File: config.mk
export PLATFORM = sky130hd
export DESIGN_NAME = bin2bcd_seq
export DESIGN_NICKNAME = d
export VERILOG_FILES = /design/src/rtl/bin2bcd_seq.sv
export SDC_FILE = /design/constraint.sdc
export NUM_CORES = 1
export LEC_CHECK = 0
export ABC_CLOCK_PERIOD_IN_PS = 1510
export BUFFER_PORTS_ARGS = -buffer_cell sky130_fd_sc_hd__buf_2
export CAP_MARGIN = 20
export CORE_MARGIN = 3
export CORE_UTILIZATION = 45
export CTS_CLUSTER_SIZE = 12
export DETAILED_ROUTE_END_ITERATION = 12
export MAX_ROUTING_LAYER = met4
export PLACE_DENSITY = 0.66
export REMOVE_ABC_BUFFERS = 1
export SLEW_MARGIN = 40
export SYNTH_ARGS = -nofsm -noshare
export SYNTH_HDL_FRONTEND = slang
export SYNTH_SLANG_ARGS = --single-unit
File: constraint.sdc
create_clock -name clk -period 1.51 [get_ports clk]
set_input_delay 0.302 -clock clk [delete_from_list [all_inputs] [get_ports clk]]
set_output_delay 0.302 -clock clk [all_outputs]
set_load 0.005 [all_outputs]
File: src/rtl/bin2bcd_seq.sv
// Sequential binary-to-BCD converter (double dabble). Each SHIFT cycle moves one
// input bit into the scratch digits; the result and overflow register on DONE.
module bin2bcd_seq #(
  parameter int WIDTH  = 9,
  parameter int DIGITS = 3
) (
  input  logic                  clk,
  input  logic                  rst,
  input  logic                  start,
  input  logic [WIDTH-1:0]      bin,
  output logic                  ready,
  output logic                  busy,
  output logic                  done,
  output logic [4*DIGITS-1:0]   bcd,
  output logic                  overflow
);

  localparam int CW = $clog2(WIDTH + 1);
  localparam int ND = 4 * DIGITS;

  typedef enum logic [1:0] {IDLE, SHIFT, DONE} state_t;

  state_t          state;
  logic [CW-1:0]   cnt;
  logic [WIDTH-1:0] sr;
  logic [ND-1:0]   scr;
  logic [ND-1:0]   adj;
  logic            ovf;

  // Add-3 per digit, no carry between digits.
  always_comb begin
    adj = '0;
    for (int unsigned k = 0; k < DIGITS; k++) begin
      adj[4*k +: 4] = (scr[4*k +: 4] >= 4'd5) ? scr[4*k +: 4] + 4'd3 : scr[4*k +: 4];
    end
  end

  always_comb begin
    ready = (state == IDLE);
    busy  = (state != IDLE);
  end

  always_ff @(posedge clk or posedge rst) begin
    if (rst) begin
      state    <= IDLE;
      cnt      <= '0;
      sr       <= '0;
      scr      <= '0;
      ovf      <= 1'b0;
      bcd      <= '0;
      overflow <= 1'b0;
      done     <= 1'b0;
    end else begin
      done <= 1'b0;
      case (state)
        IDLE: begin
          if (start) begin
            sr    <= bin;
            scr   <= '0;
            ovf   <= 1'b0;
            cnt   <= CW'(WIDTH);
            state <= SHIFT;
          end
        end
        SHIFT: begin
          // The bit leaving the top digit would belong to a digit we do not have.
          scr <= {adj[ND-2:0], sr[WIDTH-1]};
          sr  <= sr << 1;
          ovf <= ovf | adj[ND-1];
          cnt <= cnt - CW'(1);
          if (cnt == CW'(1)) state <= DONE;
        end
        DONE: begin
          bcd      <= scr;
          overflow <= ovf;
          done     <= 1'b1;
          state    <= IDLE;
        end
        default: state <= IDLE;
      endcase
    end
  end

endmodule

# After elaboration in Yosys (flattened, before gate mapping)
# Index checks and enable logic that the tools add are counted.
# totals
regBits	42
out_inout_bits	16
input_bits	12
word_cells	41
# classes
n_mux	15
n_eq_ne	5
n_addsub	4
n_lt_le_gt_ge	3
n_reduce_logical	5
bitwise	1
# ops
cell	count
$pmux 12 s2	1
$pmux 9 s2	1
$mux 4	4
$add 4x2->4 const B	3
$ge 4x3->1 const B	3
$mux 12	1
$mux 9	1
$pmux 4 s2	1
$eq 4x1->1 const B	1
$mux 2	2
$ne 2x2->1 const B	2
$pmux 2 s2	1
$reduce_and 2->1	2
$reduce_bool 2->1	2
$sub 4x1->4 const B	1
$eq 2x1->1 const B	1
$eq 2x2->1 const B	1
$logic_not 2->1	1
$mux 1	2
$pmux 1 s2	1
$or 1x1->1	1

# Depth between registers and ports, before layout
# Gate-level depths: netlist of the first run.
# depth
ltp_word	4
mapped_depth	6
mapped_depth_nobuf	6

# Worst setup path before layout of the first run
# Ideal clock, no wire load.
# synth_timing
path_type	flip-flop to flip-flop
start	reg scr[8]
end	reg scr[10]
synth_period_minus_slack_ns	1.404
n_path_buf	0
setup_time_ns	0.121
stages_incl_launch_ff	7
t_arrival_ns	1.283
setup_slack_ns	0.106
required_time_ns	1.389
cell_sequence	dfrtp_1 > inv_1 > ha_1 > nand2b_1 > a21oi_1 > mux2i_1 > a22o_1
# synth_between
elab_chain_len	3
word_cells_on_any_way	4
classes_between	add/sub (1); order compare (1); mux (2)
# synth_rtl
item	line_no	text
start: declaration	26	logic [ND-1:0] scr;
start signal: assignment	67	scr <= {adj[ND-2:0], sr[WIDTH-1]};
$add 4x2->4 / $ge 4x3->1 (equally long branches)	34	adj[4*k +: 4] = (scr[4*k +: 4] >= 4'd5) ? scr[4*k +: 4] + 4'd3 : scr[4*k +: 4];
$mux 4 *	34	
$pmux 12 s2 *	55	case (state)
# Every way passes the cells marked *; elsewhere a longest branch is shown, timed or not.
# A chain may end at the register's enable or synchronous reset.

# Final worst setup path of the first run
# layout_timing
start	reg scr[4]
end	reg scr[6]
# Same word-level chain as after synthesis.

==> flow_summary_export.csv, run 1 <==
group,metric,value,unit
status,status,"finished, final reports clean",
critical_path,cp-start-kind,"flop",
synthesis,yosys_warnings,0,
route,drt_iter0_drc,89,
route,via_count,1396,
final_layout,num_antenna_cells,0,
placed_design,dp_hpwl,2707,µm
sta,worstMarginPinSlew,0.4876,ns
final_layout,nets,234,
clock_tree,clkSinkCount,42,
sta,fin_crit_sh,94.95,%
global_route,grt_max_degree,43,
route,drc,0,
pwr,power_density,2133,nW/µm²
clock_tree,post_cts_buffers,0,
placed_design,dp_slack,-0.02573,ns
sta,clock_skew,0.004023,ns
clock_tree,cts-root-buf,"clkbuf_8",
sta,relSlewSlack,67.46,%
global_route,grt_pass1_vias,1510,
synthesis,synthCells,175,
synthesis,synth_edf_count,0,
clock_tree,clock_path_buffers,2,
sta,fin_ws,0.07633,ns
route,viasPerCell,5.288,
placed_design,io_buffers,27,
synthesis,seq_area_frac_synth,54.51,%
synthesis,synth.distinct_cells,32,
job,drv_cap,0,
synthesis,synth_seq_cells,42,
synthesis,yosys.area_share.simple,12.72,%
pwr,leakagePower,1.139,nW
die,start_util,47.52,%
sta,period_needed,1.434,ns
pwr,peakVddDrop,0.0008473,V
synthesis,ys.flop_type,"dfrtp_1",
critical_path,max_stage_delay,0.41,ns
synthesis,synth_area_leaders,"dfrtp_1 (55%), nand2_1 (5.3%), ha_1 (5.2%)",
synthesis,yosysTopAreaCell,"dfrtp_1",
final_layout,fillers,337,
critical_path,cp_slowest_cell,"dfrtp_1",
critical_path,cp-end-kind,"flop",
synthesis,synth_compound_area_share,15.70,%
route,route.antenna.remaining_nets,0,
synthesis,synthTopCellsByCount,"dfrtp_1 (42), nand2_1 (27), o21ai_0 (12)",
critical_path,cp_max_fo,3,
clock_tree,cts_buffers,5,
critical_path,arrival,1.66,ns
hold_path,min_path_type,"primary input to async pin",
critical_path,crit_type,"flop to flop",
clock_tree,path_clk_slew,0.08,ns
placed_design,place_congestion,0.8298,
sta,final_max_slew_viol_count,0,
die,die_y,71.46,µm
die,fp.dieW,71.46,µm
synthesis,synth_top_family_by_area,"compound AO/OA/AOI/OAI gates",
final_layout,syn_to_final_growth,19.53,%
final_layout,postLayoutCoreUtil,56.80,%
pwr,power.total,0.004915,W
sta,finalSetupViolCount,0,
sta,hold_violations,0,
clock_tree,htree_num_levels,2,
die,rows,23,
clock_tree,cts_tree,"done",
critical_path,crit_chain,"inv_1 > ha_2 > nand2b_1 > a21oi_2 > mux2i_1 > a22o_1",
global_route,grt-ovfl-total,0,
global_route,grt_use_total,17.98,%
global_route,antenna_found_initial,0,
die,io_pins,28,
route,first_pass_iters,4,
route,wl_per_cell,15.22,µm
sta,fmax,697.5,MHz
critical_path,cp.required,1.74,ns
global_route,grt_pass1_wl,7017,µm
synthesis,synthXorXnorAreaFrac,1.817,%
final_layout,layout-drive-gt1-share,31.78,%
route,drt_wl_total,4018,µm
synthesis,synth.most_common_cell,"dfrtp_1",
synthesis,yosys.area_share.adder,5.191,%
synthesis,syn_area,1928,µm²
critical_path,worst-path-buf-inv,1,
sta,setup_tns,0,ns
final_layout,fin_cells,264,
critical_path,reg2reg_from,"scr[4]$_DFFE_PP0P_",
synthesis,synth_top_cell_area_share,54.51,%
placed_design,dp_cells,257,
synthesis,ys_async_sr_fraction,100.0,%
synthesis,syn_area_per_cell,11.02,µm²
synthesis,muxShareOfSynthArea,5.646,%
clock_tree,clk_latency,0.29,ns
critical_path,cp_top_family,"flip-flops",
die,coreArea,4058,µm²
die,dieArea,5106,µm²
critical_path,startpoint,"scr[4]$_DFFE_PP0P_",
-- power breakdown --
part / internal, W / switching, W / total [W]
Clock: 0.000319 / 0.000365 / 0.000684
Sequential: 0.00159 / 0.000363 / 0.00195
Combinational: 0.00108 / 0.00120 / 0.00228
Total: 0.00299 / 0.00192 / 0.00492
-- through the flow --
step	hold WS (ns)	cell area (µm²)
finish	0.05550	2305
global placement	0.3730	2192
global route	0.07729	2305
detailed placement	0.3873	2192
CTS	0.06848	2280
floorplan	0.4074	1884
-- tightest hold or removal path: cells and delay by family --
kind                   cells  cell delay [ns]
buffers and inverters      3             0.42
-- area by class of cell --
type	count	area [µm²]	area share, %
Clock buffer	7	76.32	3.312
Inverter	11	41.29	1.792
Multi-Input combinational cell	114	828.3	35.94
Sequential cell	42	1051	45.60
Tap cell	50	62.56	2.714
Timing Repair Buffer	40	245.2	10.64
-- timing repair --
action,4_1_cts,5_1_grt
endpoints found under the setup margin,4,7
resized for setup,3,9
hold buffers,0,0
pin swaps,0,3
-- placed cells by master (no fill, tap or decap), types with 2 or more instances in the layout --
master / n
nand3_1: 3
xnor2_1: 3
clkbuf_8: 5
mux2i_1: 3
buf_4: 12
inv_1: 7
a22oi_1: 7
a31oi_1: 2
a22o_1: 3
o22ai_1: 5
o31ai_2: 3
nor2_1: 3
a32o_1: 3
nor3b_1: 4
nand2b_1: 4
ha_1: 6
inv_2: 4
a21oi_1: 3
a21oi_2: 2
dfrtp_1: 42
buf_2: 27
clkbuf_1: 2
mux2_2: 7
o21ai_0: 12
o31ai_1: 2
nand2_1: 27
-- routing by layer --
layer	global-route usage [%]	vias to the layer above	wire (µm)
li1	-	683	-
met1	21.85	673	1805
met2	28.57	31	1972
met3	4.909	9	165
met4	6.889	0	75
met5	-	-	0
-- cell families after synthesis --
| group | count (synthesis) |
|---|---|
| fa+ha+maj | 8 |
| flops | 42 |
| xor+xnor | 4 |
| buf+inv | 19 |
| simple gates | 48 |
| compound gates | 44 |
| mux | 10 |
-- sequential cells by signal (all words and copies together) (netlist names) --
register  cells
scr          12
bcd          12
overflow      1
sr            9
done          1
ovf           1
state         2
cnt           4
-- worst paths after layout --
check | endpoint | slack (ns) | cells past startpoint
setup / recovery | scr[6]$_DFFE_PP0P_ | 0.08 | 6
hold / removal | state[0]$_DFFE_PP0P_ | 0.06 | 3
setup reg to reg | scr[6]$_DFFE_PP0P_ | 0.08 | 6
hold reg to reg | bcd[1]$_DFFE_PP0P_ | 0.48 | 2
max in group asynchronous | bcd[1]$_DFFE_PP0P_ | 1.24 | 3
min in group clk | sr[0]$_DFFE_PP0P_ | 0.20 | 3
(Power assumes the default switching activity.)
==> inputs of run 2 (changes only) <==
ABC_CLOCK_PERIOD_IN_PS = 1800   (was 1510)
PLACE_DENSITY = 0.63   (was 0.66)
clock period = 1.8 ns   (was 1.51 ns; I/O delays follow)
==> run 2 against run 1 <==
Compared with the run above:
- critical path type unchanged
- die area unchanged
- worst setup slack better by 0.082 ns
- via count up 0.21%
- highest routed layer unchanged
- non-clock buffer count down 8
- register-to-register slack better by 0.08 ns
- critical endpoint is now scr[10]$_DFFE_PP0P_
- count of clock-buffer cells in the layout unchanged
- critical path depth unchanged
- combinational power down 25%
==> flow_summary_export.csv, run 2 (synthesized netlist as in run 1, its figures left out) <==
group,metric,value,unit
status,status,"finished, final reports clean",
die,coreArea,4058,µm²
final_layout,num_antenna_cells,0,
clock_tree,path_clk_slew,0.08,ns
job,drv_cap,0,
critical_path,cp-end-kind,"flop",
clock_tree,cts_hold_buf,0,
placed_design,place_congestion,0.8444,
sta,setup_tns,0,ns
clock_tree,clkSinkCount,42,
sta,worstMarginPinSlew,0.5467,ns
route,drt_iter0_drc,80,
clock_tree,post_cts_buffers,0,
die,fp.dieW,71.46,µm
critical_path,worst-path-buf-inv,1,
global_route,grt_use_total,17.47,%
route,route.antenna.remaining_nets,0,
clock_tree,cts_tree,"done",
clock_tree,cts_buffers,5,
placed_design,dp_cells,249,
global_route,antenna_found_initial,0,
critical_path,cp-start-kind,"flop",
final_layout,layout_common_cells,"dfrtp_1 (42), nand2_1 (27), buf_2 (27)",
critical_path,max_stage_delay,0.41,ns
die,rows,23,
die,dieArea,5106,µm²
global_route,grt-ovfl-total,0,
pwr,leakagePower,1.111,nW
critical_path,rr_worst_depth,6,
critical_path,cp_slowest_cell,"dfrtp_1",
sta,fmax,609.3,MHz
critical_path,crit_chain,"inv_1 > ha_1 > nand2b_1 > a21oi_1 > mux2i_1 > a22o_1",
sta,finalSetupViolCount,0,
final_layout,nets,226,
global_route,grt_max_degree,43,
clock_tree,htree_num_levels,2,
route,viasPerCell,5.444,
sta,clock_skew,0.01141,ns
critical_path,arrival,1.89,ns
route,first_pass_iters,4,
final_layout,syn_to_final_growth,15.44,%
clock_tree,cts-root-buf,"clkbuf_8",
global_route,grt_pass1_vias,1478,
critical_path,reg2reg_from,"scr[8]$_DFFE_PP0P_",
pwr,power_density,1823,nW/µm²
route,wl_per_cell,14.88,µm
final_layout,top_regs,"bcd (12), scr (12), sr (9)",
final_layout,final_common_cell,"dfrtp_1",
critical_path,cp_max_fo,4,
clock_tree,clk_latency,0.30,ns
hold_path,min_path_type,"primary input to async pin",
clock_tree,postCtsResizedCells,0,
sta,period_needed,1.641,ns
clock_tree,clock_path_buffers,2,
sta,hold_violations,0,
placed_design,dp_hpwl,2683,µm
sta,relSlewSlack,63.55,%
route,drc,0,
critical_path,cp.required,2.04,ns
route,drt_wl_total,3823,µm
die,start_util,47.52,%
sta,rsz0062_at_grt,"no",
sta,fin_crit_sh,91.18,%
final_layout,layout-drive-gt1-share,24.64,%
die,io_pins,28,
global_route,grt_pass1_wl,6741,µm
die,die_y,71.46,µm
final_layout,fin_cells,257,
placed_design,io_buffers,27,
route,via_count,1399,
sta,final_max_slew_viol_count,0,
critical_path,rrSetupSlack,0.16,ns
pwr,peakVddDrop,0.0008248,V
critical_path,cp_top_family,"compound AO/OA/AOI/OAI gates",
critical_path,r2r_end,"scr[10]$_DFFE_PP0P_",
critical_path,crit_type,"flop to flop",
[run 2: area by class of cell]
class / instances / area, µm²
flip-flops and latches: 42 / 1051
well taps: 50 / 62.56
clock inverters: 1 / 30.03
repair buffers: 32 / 172.7
multi-input cells: 114 / 792.0
fillers: 362 / 1832
inverters: 11 / 41.29
clock buffers: 7 / 76.32
[run 2: layer usage]
metal / up-vias / share of wire, % / GRT usage (%)
met2: 41 / 51 / 29.80
met4: 0 / 1.4 / 6.681
met1: 681 / 42 / 19.07
met3: 7 / 5.7 / 5.330
met5: - / 0 / -
li1: 670 / - / -
[run 2: stage by stage]
step / total power (W) / instance area [µm²] / hold WS, ns / utilization (%) / worst slack, ns
finish: 0.004058 / 2226 / 0.1700 / 54.86 / 0.1588
global route: 0.004397 / 2226 / 0.2233 / 54.86 / 0.06408
floorplan: 0.002780 / 1884 / 0.4446 / - / 0.02251
detailed placement: 0.003352 / 2120 / 0.4681 / 52.24 / 0.2216
global placement: 0.003219 / 2120 / 0.4564 / 52.24 / 0.2693
CTS: 0.004095 / 2226 / 0.1899 / 54.86 / 0.1942
[run 2: how the worst max path moves through the flow]
stage | startpoint | endpoint | slack (ns) | depth (start not counted)
2_1_floorplan | state[1]$_DFFE_PP0P_ | scr[10]$_DFFE_PP0P_ | 0.02 | 3
3_5_place_dp | start | scr[3]$_DFFE_PP0P_ | 0.22 | 5
5_1_grt | scr[8]$_DFFE_PP0P_ | scr[10]$_DFFE_PP0P_ | 0.06 | 6
3_3_place_gp | start | scr[11]$_DFFE_PP0P_ | 0.27 | 5
6_report | scr[8]$_DFFE_PP0P_ | scr[10]$_DFFE_PP0P_ | 0.16 | 6
4_1_cts | scr[8]$_DFFE_PP0P_ | scr[10]$_DFFE_PP0P_ | 0.19 | 6
[run 2: where the power goes]
| part | internal (W) | switching, W | total [W] |
|---|---|---|---|
| Combinational | 0.000762 | 0.000946 | 0.00171 |
| Clock | 0.000415 | 0.000323 | 0.000738 |
| Sequential | 0.00134 | 0.000277 | 0.00161 |
[run 2: worst register-to-register path: cells and delay by family (launching register included)]
family / cells / cell delay, ns
AO/OA/AOI/OAI: 2 / 0.47
adder cells (fa/ha/maj): 1 / 0.24
buffers and inverters: 1 / 0.15
flip-flops: 1 / 0.41
multiplexers: 1 / 0.25
AND/OR/NAND/NOR: 1 / 0.07
==> inputs of run 3 (changes only) <==
CORE_UTILIZATION = 25   (was 45)
PLACE_DENSITY = 0.39   (was 0.63)
==> run 3 against run 2 <==
Compared with the run above:
- sequential share of layout area down 1.8 points
- count of clock-buffer cells in the layout unchanged
- final cell count up 21%
- highest routed layer unchanged
- die area up 72%
- via count down 2.6%
- utilization down 23 points
- flip-flop and latch count unchanged
- non-clock buffer count up 4
==> flow_summary_export.csv, run 3 (synthesized netlist as in run 1, its figures left out) <==
group,metric,value,unit
clock_tree,postCtsResizedCells,0,
clock_tree,cts_hold_buf,0,
final_layout,fin_cells,310,
die,io_pins,28,
critical_path,max_stage_delay,0.38,ns
route,first_pass_iters,4,
critical_path,reg2reg_from,"scr[9]$_DFFE_PP0P_",
critical_path,worst-path-buf-inv,1,
die,fp.dieW,93.82,µm
clock_tree,path_clk_slew,0.08,ns
final_layout,final_common_cell,"dfrtp_1",
final_layout,fillers,781,
clock_tree,post_cts_buffers,0,
clock_tree,cts_tree,"done",
clock_tree,cts_buffers,5,
global_route,antenna_found_initial,0,
sta,worstMarginPinSlew,0.6095,ns
route,viasPerCell,4.394,
pwr,leakagePower,1.130,nW
critical_path,crit_type,"flop to flop",
sta,fin_crit_sh,84.35,%
job,drv_cap,0,
sta,final_max_slew_viol_count,0,
final_layout,syn_to_final_growth,20.05,%
final_layout,nets,230,
global_route,grt_max_degree,43,
critical_path,cp_top_family,"compound AO/OA/AOI/OAI gates",
pwr,power_density,1705,nW/µm²
global_route,grt_use_total,10.84,%
route,drc,0,
clock_tree,htree_num_levels,2,
critical_path,arrival,1.75,ns
sta,timing.hold.ws,0.1186,ns
clock_tree,clk_latency,0.29,ns
status,status,"finished, final reports clean",
route,via_count,1362,
clock_tree,clock_path_buffers,2,
die,start_util,26.16,%
hold_path,min_path_type,"primary input to async pin",
pwr,peakVddDrop,0.0004565,V
sta,relSlewSlack,59.36,%
critical_path,cp_max_fo,5,
critical_path,cp-start-kind,"flop",
critical_path,cp.required,2.04,ns
placed_design,dp_cells,302,
final_layout,top_regs,"bcd (12), scr (12), sr (9)",
placed_design,io_buffers,27,
die,coreArea,7370,µm²
sta,finalSetupViolCount,0,
final_layout,num_antenna_cells,0,
sta,period_needed,1.518,ns
placed_design,dp_hpwl,2676,µm
final_layout,postLayoutCoreUtil,31.41,%
global_route,grt_pass1_wl,7176,µm
critical_path,crit_chain,"inv_1 > ha_1 > nand2b_1 > a21oi_1 > mux2i_1 > a22o_1",
critical_path,startpoint,"scr[9]$_DFFE_PP0P_",
clock_tree,cts-root-buf,"clkbuf_8",
clock_tree,clkSinkCount,42,
die,rows,31,
final_layout,layout-drive-gt1-share,26.54,%
critical_path,cp_slowest_cell,"dfrtp_1",
route,wl_per_cell,13.05,µm
die,dieArea,8802,µm²
global_route,grt_pass1_vias,1464,
critical_path,cp-end-kind,"flop",
route,drt_wl_total,4046,µm
final_layout,seqCellArea,1051,µm²
sta,hold_violations,0,
final_layout,layout_common_cells,"dfrtp_1 (42), nand2_1 (27), buf_2 (27)",
placed_design,place_congestion,0.7192,
final_layout,multi_input_area,792.0,µm²
sta,rsz0062_at_grt,"no",
sta,clock_skew,0.005200,ns
sta,fmax,658.6,MHz
die,die_y,93.82,µm
global_route,grt-ovfl-total,0,
sta,setup_tns,0,ns
route,route.antenna.remaining_nets,0,
route,drt_iter0_drc,41,
[run 3: cell types whose count changed in the layout (fill, tap and decap cells not counted), sizes merged]
cell    change
buf         +4
clkinv      +1
bufinv      -1
[run 3: worst paths after layout]
check / cells past startpoint / slack, ns / end
worst min register to register: 2 / 0.48 / bcd[5]$_DFFE_PP0P_
min in group clk: 3 / 0.28 / sr[0]$_DFFE_PP0P_
worst max-delay path: 6 / 0.28 / scr[10]$_DFFE_PP0P_
worst max register to register: 6 / 0.28 / scr[10]$_DFFE_PP0P_
worst min-delay path: 3 / 0.12 / bcd[8]$_DFFE_PP0P_
max in group asynchronous: 3 / 1.47 / scr[1]$_DFFE_PP0P_
[run 3: final cells by class]
class | instances | area share (%)
Multi-Input combinational cell | 114 | 34.22
Sequential cell | 42 | 45.41
Inverter | 11 | 1.784
Tap cell | 99 | 5.351
Timing Repair Buffer | 36 | 9.297
Clock buffer | 7 | 3.730
Clock inverter | 1 | 0.2162
[run 3: power by group]
| group | total (W) | internal, W | switching (W) |
|---|---|---|---|
| Combinational | 0.00171 | 0.000793 | 0.000922 |
| Clock | 0.000629 | 0.000310 | 0.000319 |
| Sequential | 0.00160 | 0.00133 | 0.000268 |
[run 3: worst min-delay path, stage by stage]
cell    delay, ns
buf_2        0.10
inv_1        0.08
buf_12       0.25
[run 3: metal layers]
layer	routed length, µm	vias up	track usage, %
met3	176	5	2.644
met2	1860	30	17.62
li1	-	679	-
met1	1964	648	13.24
met5	0	-	-
met4	45	0	3.610
[run 3: stage by stage]
step	cell area (µm²)	total power, W	setup slack, ns
2_1_floorplan	1884	0.002780	0.02251
4_1_cts	2315	0.004055	0.2643
3_3_place_gp	2223	0.003400	0.2786
3_5_place_dp	2223	0.003385	0.2729
5_1_grt	2315	0.004382	0.1118
6_report	2315	0.003946	0.2817
